### src/rtl/wb_arbiter.sv
// wb_arbiter: shares two registered writeback/wakeup ports among NUM_REQ completion sources.
// Latency: 2 cycles minimum (capture into a one-entry hold, then grant into the output register).
// Backpressure: req_ready[i] is high when hold i is empty, granted or killed this cycle; no credits.
//
// Ports:
//   clock, reset_n           rising-edge clock, asynchronous active-low reset
//   req_*                    per-source completion payload, packed source i at [i*W +: W]
//   req_ready                per-source accept (combinational from hold state, grant and flush)
//   writeback0_*/1_*         registered winner payloads driving the issue-queue wakeup and the ROB
//   flush_*                  redirect flush point; held and incoming entries younger than it are dropped
module wb_arbiter #(
  parameter int NUM_REQ = 4,
  parameter int PREG_W  = 6,
  parameter int ROB_W   = 4,
  parameter int DATA_W  = 64
) (
  input  logic                      clock,
  input  logic                      reset_n,
  input  logic [NUM_REQ-1:0]        req_valid,
  output logic [NUM_REQ-1:0]        req_ready,
  input  logic [NUM_REQ-1:0]        req_need_to_wb,
  input  logic [NUM_REQ*PREG_W-1:0] req_prd,
  input  logic [NUM_REQ*DATA_W-1:0] req_data,
  input  logic [NUM_REQ-1:0]        req_robidx_flag,
  input  logic [NUM_REQ*ROB_W-1:0]  req_robidx,
  output logic                      writeback0_valid,
  output logic                      writeback0_need_to_wb,
  output logic [PREG_W-1:0]         writeback0_prd,
  output logic [DATA_W-1:0]         writeback0_data,
  output logic                      writeback0_robidx_flag,
  output logic [ROB_W-1:0]          writeback0_robidx,
  output logic                      writeback1_valid,
  output logic                      writeback1_need_to_wb,
  output logic [PREG_W-1:0]         writeback1_prd,
  output logic [DATA_W-1:0]         writeback1_data,
  output logic                      writeback1_robidx_flag,
  output logic [ROB_W-1:0]          writeback1_robidx,
  input  logic                      flush_valid,
  input  logic                      flush_robidx_flag,
  input  logic [ROB_W-1:0]          flush_robidx
);

  localparam int PTR_W = $clog2(NUM_REQ);

  typedef struct packed {
    logic              need_to_wb;
    logic [PREG_W-1:0] prd;
    logic [DATA_W-1:0] data;
    logic              robidx_flag;
    logic [ROB_W-1:0]  robidx;
  } ent_t;

  // Differing wrap flags invert the plain index comparison.
  function automatic logic is_younger(input logic f_flag, input logic [ROB_W-1:0] f_idx,
                                      input logic e_flag, input logic [ROB_W-1:0] e_idx);
    return f_flag ^ e_flag ^ (f_idx < e_idx);
  endfunction

  // (p + k) mod NUM_REQ, valid for NUM_REQ that is not a power of two.
  function automatic logic [PTR_W-1:0] wrap_add(input logic [PTR_W-1:0] p, input int k);
    int s;
    s = int'(p) + k;
    if (s >= NUM_REQ) s = s - NUM_REQ;
    return PTR_W'(s);
  endfunction

  ent_t               req_ent [NUM_REQ];
  ent_t               hold_q  [NUM_REQ];
  logic [NUM_REQ-1:0] hold_valid;
  logic [NUM_REQ-1:0] kill;
  logic [NUM_REQ-1:0] cand;
  logic [NUM_REQ-1:0] grant;
  logic [NUM_REQ-1:0] in_young;
  logic [PTR_W-1:0]   rr_ptr;
  logic [PTR_W-1:0]   rr_ptr_next;
  logic [PTR_W-1:0]   g0_idx;
  logic [PTR_W-1:0]   g1_idx;
  logic               g0_vld;
  logic               g1_vld;
  ent_t               wb0_q;
  ent_t               wb1_q;
  logic               wb0_vld_q;
  logic               wb1_vld_q;

  always_comb begin
    for (int i = 0; i < NUM_REQ; i++) begin
      req_ent[i].need_to_wb  = req_need_to_wb[i];
      req_ent[i].prd         = req_prd[i*PREG_W +: PREG_W];
      req_ent[i].data        = req_data[i*DATA_W +: DATA_W];
      req_ent[i].robidx_flag = req_robidx_flag[i];
      req_ent[i].robidx      = req_robidx[i*ROB_W +: ROB_W];
    end
  end

  always_comb begin
    kill     = '0;
    in_young = '0;
    for (int i = 0; i < NUM_REQ; i++) begin
      kill[i] = flush_valid & hold_valid[i] &
                is_younger(flush_robidx_flag, flush_robidx, hold_q[i].robidx_flag, hold_q[i].robidx);
      in_young[i] = flush_valid &
                    is_younger(flush_robidx_flag, flush_robidx, req_ent[i].robidx_flag, req_ent[i].robidx);
    end
    cand = hold_valid & ~kill;
  end

  // Round-robin scan starting at rr_ptr; first two candidates win.
  always_comb begin
    g0_vld = 1'b0;
    g1_vld = 1'b0;
    g0_idx = '0;
    g1_idx = '0;
    for (int k = 0; k < NUM_REQ; k++) begin
      if (cand[wrap_add(rr_ptr, k)]) begin
        if (!g0_vld) begin
          g0_vld = 1'b1;
          g0_idx = wrap_add(rr_ptr, k);
        end else if (!g1_vld) begin
          g1_vld = 1'b1;
          g1_idx = wrap_add(rr_ptr, k);
        end
      end
    end

    grant = '0;
    if (g0_vld) grant[g0_idx] = 1'b1;
    if (g1_vld) grant[g1_idx] = 1'b1;

    if (g1_vld)      rr_ptr_next = wrap_add(g1_idx, 1);
    else if (g0_vld) rr_ptr_next = wrap_add(g0_idx, 1);
    else             rr_ptr_next = rr_ptr;
  end

  // A slot leaving this cycle (granted or killed) can be refilled at the same edge.
  assign req_ready = ~hold_valid | grant | kill;

  always_ff @(posedge clock or negedge reset_n) begin
    if (!reset_n) begin
      hold_valid <= '0;
      rr_ptr     <= '0;
      for (int i = 0; i < NUM_REQ; i++) hold_q[i] <= '0;
    end else begin
      rr_ptr <= rr_ptr_next;
      for (int i = 0; i < NUM_REQ; i++) begin
        if (req_valid[i] && req_ready[i]) begin
          // An incoming entry already younger than the flush point never occupies the hold.
          hold_valid[i] <= ~in_young[i];
          hold_q[i]     <= req_ent[i];
        end else if (grant[i] || kill[i]) begin
          hold_valid[i] <= 1'b0;
        end
      end
    end
  end

  // Payload registers keep their last value when the port is idle.
  always_ff @(posedge clock or negedge reset_n) begin
    if (!reset_n) begin
      wb0_vld_q <= 1'b0;
      wb1_vld_q <= 1'b0;
      wb0_q     <= '0;
      wb1_q     <= '0;
    end else begin
      wb0_vld_q <= g0_vld;
      wb1_vld_q <= g1_vld;
      if (g0_vld) wb0_q <= hold_q[g0_idx];
      if (g1_vld) wb1_q <= hold_q[g1_idx];
    end
  end

  assign writeback0_valid       = wb0_vld_q;
  assign writeback0_need_to_wb  = wb0_q.need_to_wb;
  assign writeback0_prd         = wb0_q.prd;
  assign writeback0_data        = wb0_q.data;
  assign writeback0_robidx_flag = wb0_q.robidx_flag;
  assign writeback0_robidx      = wb0_q.robidx;

  assign writeback1_valid       = wb1_vld_q;
  assign writeback1_need_to_wb  = wb1_q.need_to_wb;
  assign writeback1_prd         = wb1_q.prd;
  assign writeback1_data        = wb1_q.data;
  assign writeback1_robidx_flag = wb1_q.robidx_flag;
  assign writeback1_robidx      = wb1_q.robidx;

endmodule

### config.mk
export PLATFORM = sky130hd
export DESIGN_NAME = wb_arbiter
export DESIGN_NICKNAME = d
export VERILOG_FILES = /design/src/rtl/wb_arbiter.sv
export SDC_FILE = /design/constraint.sdc
export NUM_CORES = 1
export LEC_CHECK = 0
export BUFFER_PORTS_ARGS = -buffer_cell sky130_fd_sc_hd__buf_4
export CORE_ASPECT_RATIO = 0.75
export CORE_MARGIN = 2
export CORE_UTILIZATION = 55
export CTS_CLUSTER_DIAMETER = 100
export DETAILED_ROUTE_END_ITERATION = 12
export GPL_ROUTABILITY_DRIVEN = 0
export PLACE_DENSITY = 0.8
export SYNTH_ARGS = -nofsm -noshare
export SYNTH_HDL_FRONTEND = slang
export SYNTH_SLANG_ARGS = --single-unit
### constraint.sdc
create_clock -name clock -period 6.2 [get_ports clock]
set_input_delay 0.31 -clock clock [delete_from_list [all_inputs] [get_ports clock]]
set_output_delay 0.31 -clock clock [all_outputs]
set_load 0.01 [all_outputs]
==> flow_summary_export.csv <==
group,metric,value,unit
timing,totalNegativeSetupSlack,0,ps
logic_synthesis,syn_nets,2314,
cells_and_area,syn_to_final_growth,35.95,%
route,initialDrtViolationCount,2092,
cells_and_area,layout-drive-gt1-share,0.2876,
logic_synthesis,synth_cells,1972,
timing,slew-limit-headroom,0.2827,
logic_synthesis,synth_common_cells,"dfrtp_1 (464), mux2i_1 (180), nor2_1 (168)",
critical_path,r2r_slack,900,ps
global_routing,overflow,0,
logic_synthesis,postSynthAreaPerCell,11.68,um^2
logic_synthesis,synth_top_area_cell,"dfrtp_1",
clock_network,clock_latency,570,ps
timing,report.final.slew_viol_count,0,
floorplanning,core,41080,um^2
clock_network,cts_buffers,46,
timing,fmax,172.3,MHz
route,wl_per_cell,25.56,um
clock_network,post_cts_buffers,0,
route,drc,0,
critical_path,worstPathArrival,5490,ps
clock_network,clockBufferDepth,3,
global_routing,grt_antenna_before_repair,15,
place,place_ws,880.7,ps
min_path,min-delay-start,"req_data[244]",
place,hpwl,46830,um
timing,setup_slack,397.8,ps
timing,setup_violations,0,
floorplanning,die_w,240.3,um
logic_synthesis,synth_enable_flop_cells,0,
logic_synthesis,synth-seq-cells,464,
global_routing,grt_max_degree,169,
floorplanning,start_util,0.5606,
min_path,hold_path_class,"primary input to flip-flop",
run,drv_cap,0,
floorplanning,die_area,43540,um^2
timing,min_period,5802,ps
clock_network,cts.sinks,464,
route,num_vias,20558,
logic_synthesis,ys_seq_area_frac,0.5042,
logic_synthesis,ys.flop_type,"dfrtp_1",
floorplanning,ios,474,
critical_path,r2r_start,"hold_q[229]$_DFFE_PN0P_",
clock_network,clockRootBuffer,"clkbuf_16",
min_path,holdPathEnd,"hold_q[57]$_DFFE_PN0P_",
logic_synthesis,yosys_warnings,0,
critical_path,reg2reg_depth,15,
global_routing,grt_usage,0.3804,
place,numPortBuffers,473,
critical_path,worstSetupPathType,"flip-flop to output pin",
critical_path,worstReg2RegEnd,"hold_q[119]$_DFFE_PN0P_",
critical_path,critPathMaxFanout,47,
global_routing,grt_pass1_vias,21819,
clock_network,htree_levels,2,
timing,skew,20.63,ps
route,drt_pass1_iterations,7,
timing,hold_viol_final,0,
route,wirelength,83660,um
logic_synthesis,synth.most_common_cell,"dfrtp_1",
logic_synthesis,synth_area_leaders,"dfrtp_1 (50%), mux2i_1 (7.8%), mux2_2 (7.1%), mux2_1 (5.4%), a211oi_1 (5.2%)",
timing,rsz0062_at_grt,"no",
min_path,hold_depth,2,
floorplanning,fp-row-count,64,
floorplanning,die_y,181.2,um
cells_and_area,final_nets,3001,
global_routing,grt_pass1_wl,127700,um
timing,period_share,0.9358,
route,viasPerCell,6.281,
logic_synthesis,ys_types,58,
critical_path,critPathCaptureType,"output pin",
route,antenna_left,0,
clock_network,cts_tree,"built",
logic_synthesis,postSynth.asyncResetShare,1.000,
critical_path,cp_data_required_time,5890,ps
clock_network,clkSlewWorstSetupHoldPaths,60,ps
critical_path,cp-start-kind,"flip-flop",
timing,worst_pin_slew,1076,ps
logic_synthesis,synth_top_area_share,0.5042,
run_status,status,"finished, final reports clean",
logic_synthesis,syn-cell-area,23030,um^2
==> routing by layer <==
layer | share of wire | routed length [um] | vias to the layer above | GRT usage
met1 | 0.38 | 31630 | 10246 | 0.4780
met2 | 0.47 | 39100 | 1407 | 0.6013
met3 | 0.097 | 8085 | 350 | 0.09015
met4 | 0.058 | 4843 | 0 | 0.2241
li1 | - | - | 8555 | -
met5 | 0 | 0 | - | 0
==> cell usage in the layout (no fill, tap or decap), types with 26 or more instances in the layout <==
cell / count
buf_4: 497
o211ai_1: 32
o221ai_1: 50
mux2_4: 37
mux2_2: 145
dfrtp_1: 464
ha_1: 26
dlygate4sd3_1: 291
mux2i_1: 180
a21boi_0: 47
o21ai_0: 55
a211oi_1: 158
nand2_1: 122
clkbuf_16: 47
a21oi_1: 54
inv_1: 55
nor2_1: 167
mux2_1: 111
==> flip-flops by register name, indices dropped and copies added (netlist names) <==
| name | cells |
|---|---|
| hold_q | 304 |
| writeback0_data | 64 |
| writeback1_data | 64 |
| writeback0_prd | 6 |
| writeback1_prd | 6 |
| hold_valid | 4 |
| writeback0_robidx | 4 |
| writeback1_robidx | 4 |
| rr_ptr | 2 |
| writeback0_need_to_wb | 1 |
| writeback0_robidx_flag | 1 |
| writeback0_valid | 1 |
| writeback1_need_to_wb | 1 |
| writeback1_robidx_flag | 1 |
| writeback1_valid | 1 |
==> through the flow <==
stage / utilization / hold slack [ps] / instance area [um^2] / cells
2_1_floorplan: - / 14.41 / 23030 / 1972
6_report: 0.7622 / 17.44 / 31310 / 3273
3_5_place_dp: 0.6534 / 475.0 / 26840 / 2881
3_3_place_gp: 0.6534 / 466.0 / 26840 / 2881
4_1_cts: 0.7607 / 0.03564 / 31250 / 3251
5_1_grt: 0.7617 / 4.717 / 31290 / 3265
==> logic make-up (layout without fill, tap and decap cells) <==
family	Yosys count	after routing	synth area share
and+or+nand+nor	346	346	0.06351
xor gates and xnor gates	13	13	0.004944
DFF	464	464	0.5042
adders and majority gates	27	27	0.01461
AOI/OAI and AO/OA	434	434	0.1361
muxes	475	475	0.2295
other	0	21	0
buffers and inverters	213	932	0.04721
==> what timing repair did <==
item | in CTS | in global routing
hold endpoints to repair | 418 | 1
hold buffers | 290 | 1
gates resized for setup | 0 | 0
==> how the worst max path moves through the flow <==
stage                     cells past startpoint                     from                 endpoint
after floorplan                              17  hold_q[229]$_DFFE_PN0P_  hold_q[140]$_DFFE_PN0P_
after global placement                       15          flush_robidx[1]  hold_q[109]$_DFFE_PN0P_
after detailed placement                     15          flush_robidx[1]  hold_q[109]$_DFFE_PN0P_
after CTS                                    15  hold_q[229]$_DFFE_PN0P_             req_ready[1]
after global routing                         15  hold_q[229]$_DFFE_PN0P_             req_ready[1]
final                                        15  hold_q[229]$_DFFE_PN0P_             req_ready[1]
==> final cells by class <==
| cell class | instances | area [um^2] |
|---|---|---|
| Tap cell | 561 | 701.9 |
| Clock inverter | 10 | 161.4 |
| Timing Repair Buffer | 796 | 6799 |
| Fill cell | 2361 | 9769 |
| Sequential cell | 464 | 11610 |
| Inverter | 56 | 211.5 |
| Antenna cell | 21 | 52.55 |
| Multi-Input combinational cell | 1295 | 10430 |
| Clock buffer | 70 | 1343 |
==> critical path: stages (launching register included) <==
cell and delay (ps):
dfrtp_1 340, inv_1 70, ha_1 190, or3b_1 410, a2111o_1 450, and4_1 470
mux4_2 580, ha_1 280, mux2_2 300, nand3_1 110, a31o_4 350, buf_4 600
nand2_1 240, nand2_1 170, nand3_1 150, buf_4 210
Power is not shown: default switching activity piles up to over one toggle a cycle in this logic, so the estimate is an artifact.
